## config.mk

```make
export PLATFORM = sky130hd
export DESIGN_NAME = nes_controller_emulator
export DESIGN_NICKNAME = d
export VERILOG_FILES = /design/src/rtl/nes_controller_emulator.sv
export SDC_FILE = /design/constraint.sdc
export NUM_CORES = 1
export LEC_CHECK = 0
export CORE_UTILIZATION = 46
export DETAILED_ROUTE_END_ITERATION = 6
export GPL_TIMING_DRIVEN = 0
export PLACE_DENSITY = 0.76
export RECOVER_POWER = 100
export SLEW_MARGIN = 20
export SYNTH_ARGS = -nofsm -noshare
export SYNTH_HDL_FRONTEND = slang
export SYNTH_SLANG_ARGS = --single-unit
```

## constraint.sdc

```tcl
create_clock -name clock -period 1.25 [get_ports clock]
set_input_delay 0.125 -clock clock [delete_from_list [all_inputs] [get_ports clock]]
set_output_delay 0.125 -clock clock [all_outputs]
set_load 0.02 [all_outputs]
```

## src/rtl/nes_controller_emulator.sv

```systemverilog
// -----------------------------------------------------------------------------
// nes_controller_emulator
//
// Device-side NES gamepad emulator. Answers the console's latch/clock strobes
// and serially presents eight button states on the data line, so the host-side
// reader (or a real console) can be driven from FPGA-internal state.
//
// Parameters:
//   SYNC_STAGES  synchronizer depth on each strobe input (minimum 2)
//   ACTIVE_LOW   1: pressed button drives dataYellow low (real NES level)
//                0: pressed button drives dataYellow high
//
// Ports:
//   clock        system clock, all state updates on rising edge
//   reset        asynchronous, active-high reset
//   latchOrange  latch strobe from host (asynchronous to clock)
//   clockRed     shift clock from host (asynchronous to clock)
//   buttons[7:0] 1 = pressed, {a, b, select, start, up, down, left, right}
//   dataYellow   serial data to host (registered)
//   frameDone    one-cycle pulse when the last bit (right) is placed on the wire
//   busy         high while in LOAD or SHIFT
// -----------------------------------------------------------------------------
module nes_controller_emulator #(
  parameter int SYNC_STAGES = 2,
  parameter bit ACTIVE_LOW  = 1'b1
) (
  input  logic       clock,
  input  logic       reset,
  input  logic       latchOrange,
  input  logic       clockRed,
  input  logic [7:0] buttons,
  output logic       dataYellow,
  output logic       frameDone,
  output logic       busy
);

  typedef enum logic [1:0] {
    IDLE      = 2'd0,
    LOAD      = 2'd1,
    SHIFT     = 2'd2,
    EXHAUSTED = 2'd3
  } state_t;

  // Strobe synchronizers plus one flop of history for edge detection
  logic [SYNC_STAGES-1:0] r_latch_sync;
  logic [SYNC_STAGES-1:0] r_clk_sync;
  logic                   r_latch_d;
  logic                   r_clk_d;

  logic w_latch_s;
  logic w_clk_s;
  logic w_latch_fall;
  logic w_clk_rise;

  always_ff @(posedge clock or posedge reset) begin
    if (reset) begin
      r_latch_sync <= '0;
      r_clk_sync   <= '0;
      r_latch_d    <= 1'b0;
      r_clk_d      <= 1'b0;
    end else begin
      r_latch_sync <= {r_latch_sync[SYNC_STAGES-2:0], latchOrange};
      r_clk_sync   <= {r_clk_sync[SYNC_STAGES-2:0], clockRed};
      r_latch_d    <= w_latch_s;
      r_clk_d      <= w_clk_s;
    end
  end

  assign w_latch_s    = r_latch_sync[SYNC_STAGES-1];
  assign w_clk_s      = r_clk_sync[SYNC_STAGES-1];
  assign w_latch_fall = ~w_latch_s & r_latch_d;
  assign w_clk_rise   = w_clk_s & ~r_clk_d;

  // Buttons translated to the level they must produce on the wire
  logic [7:0] w_wire;
  assign w_wire = ACTIVE_LOW ? ~buttons : buttons;

  // Frame FSM
  state_t     r_state;
  state_t     w_state_nx;
  logic [7:0] r_shreg;
  logic [7:0] w_shreg_nx;
  logic [2:0] r_bit_idx;
  logic [2:0] w_bit_idx_nx;
  logic       r_done;
  logic       w_done_nx;

  always_ff @(posedge clock or posedge reset) begin
    if (reset) begin
      r_state   <= IDLE;
      r_shreg   <= 8'hFF;
      r_bit_idx <= 3'd0;
      r_done    <= 1'b0;
    end else begin
      r_state   <= w_state_nx;
      r_shreg   <= w_shreg_nx;
      r_bit_idx <= w_bit_idx_nx;
      r_done    <= w_done_nx;
    end
  end

  always_comb begin
    w_state_nx   = r_state;
    w_shreg_nx   = r_shreg;
    w_bit_idx_nx = r_bit_idx;
    w_done_nx    = 1'b0;

    // An active latch overrides everything: it aborts any frame in progress
    // and suppresses a coincident shift clock.
    if (w_latch_s) begin
      w_state_nx   = LOAD;
      w_shreg_nx   = w_wire;
      w_bit_idx_nx = 3'd0;
    end else begin
      case (r_state)
        LOAD: begin
          if (w_latch_fall) begin
            w_state_nx   = SHIFT;
            w_bit_idx_nx = 3'd0;
          end
        end
        SHIFT: begin
          if (w_clk_rise) begin
            w_shreg_nx   = {r_shreg[6:0], 1'b1};
            w_bit_idx_nx = r_bit_idx + 3'd1;
            // Index 6 -> 7 places 'right' on the wire: frame complete
            if (r_bit_idx == 3'd6) begin
              w_state_nx = EXHAUSTED;
              w_done_nx  = 1'b1;
            end
          end
        end
        EXHAUSTED: begin
          // Keep shifting in ones so an over-clocked read sees 1s;
          // the bit index stays saturated at 7.
          if (w_clk_rise) begin
            w_shreg_nx = {r_shreg[6:0], 1'b1};
          end
        end
        default: begin
          // IDLE ignores shift clocks
        end
      endcase
    end
  end

  assign dataYellow = r_shreg[7];
  assign frameDone  = r_done;
  assign busy       = (r_state == LOAD) || (r_state == SHIFT);

endmodule
```

==> results.cfg <==
[worst_setup_path]
cp_num_buf_inv = 2
required_ns = 1.45
slowest_delay_ns = 0.46
slowest_stage = or4b_4
path_cells = inv_1 > ha_2 > buf_6 > or4b_4 > o311ai_2
crit_path_max_fanout = 7
cp.depth = 5
rr_worst_depth = 5
worstPathArrival_ns = 1.61
startpoint_type = flop
critPathTopFamily = simple AND/OR/NAND/NOR gates
cp-end-kind = flop
path_class = flop to flop

[finish]
num_antenna_cells = 0
register_area_um2 = 510.5
layout-drive-gt1-share = 0.3400
fin_cells = 125
multi_input_comb_area_um2 = 427.9
nets = 117
fillers = 141
area_growth_pct = 33.96

[timing]
timing.final.ws_setup_ns = -0.1534
setup_violations = 6
max_slew_margin = 0.5271
hold_ws_ns = 0.3349
worstMarginPinSlew_ns = 0.7085
finalClockSkew_ns = 0.0009086
fin_crit_ns = 1.403
hold_viol = 0
max_freq_ghz = 0.7126
post-route-period-util = 1.123
rsz0062_at_grt = true
slew_viol_final = 0

[route]
remaining_drc_errors = 0
dr_total_vias = 617
avgRoutedWirePerCell_um = 13.13
drtIter0Drc = 6
wirelength_um = 1641
dr.pass1.iters = 4
ant_nets = 0
vias_per_cell = 4.936

[global_route]
grt_pass1_vias = 642
met2_usage = 0.2917
grt_pass1_wl_um = 2732
grt_antenna_before_repair = 0
grt_usage = 0.1771
use_met3 = 0.02308
grt-ovfl-total = 0
grt_max_degree = 21
met1_usage = 0.2334
top_usage_layer = met2

[pwr]
p_comb_frac = 0.223
peakVddDrop_uv = 783.8
p_clk_frac = 0.257
p_per_area_nw_per_um2 = 1144
p_sw_uw = 365.9
p_leak_nw = 0.5952
pwr-share-seq = 0.520
intPower_mw = 1.074
swShare = 0.2542

[placed_design]
io_buffers = 14
gp_congestion = 0.7906
dp_cells = 114
dp_hpwl_um = 1035

[yosys]
synth_ff_type = dfrtp_1
syn_area_per_cell_um2 = 12.53
ys_warn_count = 0
synthCells = 75
synth_nets = 91
yosysMostFrequentCell = mux2i_1
ys_ff_latch = 20
ys_types = 24
synth_area_leaders = dfrtp_1 32%, dfstp_2 22%, mux2i_1 18%
synth_area_um2 = 939.7
ys_seq_area_frac = 0.5433
synth_edf_count = 0
synth.top_cell.area_share = 0.3196
yosys.area.top_type = dfrtp_1
synth_commonest_cells = 17 x mux2i_1, 12 x dfrtp_1, 8 x dfstp_2, 5 x inv_1
async_flop_share = 1.000

[floorplanning]
chipHeight_um = 47.20
fp.dieW_um = 47.20
io-pin-count = 15
coreArea_um2 = 1821
die-area_um2 = 2227
num_rows = 15
start_util = 0.5162

[clock_network]
htreeDepth = 1
cts.sink_count = 20
cts_root_buf = clkbuf_4
numCtsBuffers = 3
cts.clk_slew.worst_paths_ns = 0.11
cts_tree = built
clk_latency_ns = 0.29
cts_max_path_buffers = 2

[job]
max_cap_violations = 0

[status]
violations = setup timing
outcome = complete, but fails checks

[hold_path]
hold_depth = 2
min_path_type = input pin to flop
## cells in the final DEF, fill, tap and decap left out, drive strengths merged
cell / n
a21o: 1
a21oi: 3
a22oi: 1
buf: 11
clkbuf: 5
clkdlybuf4s15: 1
clkdlybuf4s50: 8
dfrtp: 12
dfstp: 8
dlygate4sd2: 1
dlygate4sd3: 3
ha: 4
inv: 6
mux2i: 17
nand2: 4
nand2b: 4
nand3b: 2
nand4b: 1
nor2: 2
nor3b: 1
nor4bb: 1
o211ai: 1
o311ai: 1
or3b: 1
or4b: 1
## worst register-to-register path, cell delays in order, from the launching register on
cell and delay (ns):
dfrtp_1 0.42, inv_1 0.07, ha_2 0.17, buf_6 0.12, or4b_4 0.46, o311ai_2 0.08
## cells by family after synthesis
family | Yosys count | synth area share
flip-flops | 20 | 0.5433
multiplexers | 17 | 0.1811
AND/OR/NAND/NOR | 17 | 0.1145
buffers and inverters | 10 | 0.05459
AO/OA/AOI/OAI | 7 | 0.05328
adder cells (fa/ha/maj) | 4 | 0.05326
## layer usage
layer / routed length, um / vias up / part of all wire
li1: - / 308 / -
met1: 768 / 295 / 0.47
met2: 828 / 12 / 0.50
met3: 33 / 2 / 0.020
met4: 10 / 0 / 0.0061
met5: 0 / - / 0
## flip-flops by register name, indices dropped and copies added, names as in the netlist
signal and flops:
frameDone 1, r_bit_idx 3, r_clk_d 1, r_clk_sync 2, r_latch_d 1, r_latch_sync 2
r_shreg 8, r_state 2
## power groups by stage
stage | registers (mW) | clock network [mW] | logic, mW
6_report | 0.749 | 0.370 | 0.321
3_3_place_gp | 0.758 | 0 | 0.232
5_1_grt | 0.756 | 0.401 | 0.346
4_1_cts | 0.748 | 0.382 | 0.284
3_5_place_dp | 0.762 | 0 | 0.240
2_1_floorplan | 0.757 | 0 | 0.155
## final cells by class
cell class	count	area share
Inverter	6	0.01789
Tap cell	25	0.02485
Buffer	4	0.02286
Sequential cell	20	0.4056
Timing Repair Buffer	21	0.1600
Clock buffer	4	0.02883
Multi-Input combinational cell	45	0.3400
## what timing repair did
action / 4_1_cts / 5_1_grt
resized for setup: 13 / 8
hold buffers: 0 / 0
buffers inserted: 5 / 2
setup endpoints to repair: 7 / 6
pin swaps: 2 / 1
## final timing paths
path | end | slack [ns] | startpoint
min in group asynchronous | r_bit_idx[1] | 0.37 | reset
max in group asynchronous | r_state[0] | 0.44 | reset
min reg2reg | r_clk_sync[1] | 0.36 | r_clk_sync[0]
max reg2reg | r_bit_idx[2] | -0.15 | r_state[0]
min | r_shreg[3] | 0.33 | buttons[3]
max | r_bit_idx[2] | -0.15 | r_state[0]
## stage by stage
step           cell area (um^2)  total power, mW  setup TNS, ns  utilization  worst slack (ns)
2_1_floorplan             949.7           0.9116       -0.05463            -          -0.05463
3_3_place_gp               1121           0.9898        -0.4947       0.6158           -0.2239
3_5_place_dp               1121            1.002        -0.6490       0.6158           -0.2521
4_1_cts                    1212            1.414        -0.5260       0.6660           -0.1217
5_1_grt                    1259            1.503         -1.160       0.6914           -0.2381
6_report                   1259            1.440        -0.6626       0.6914           -0.1534
Power figures use the tool's default switching activity.
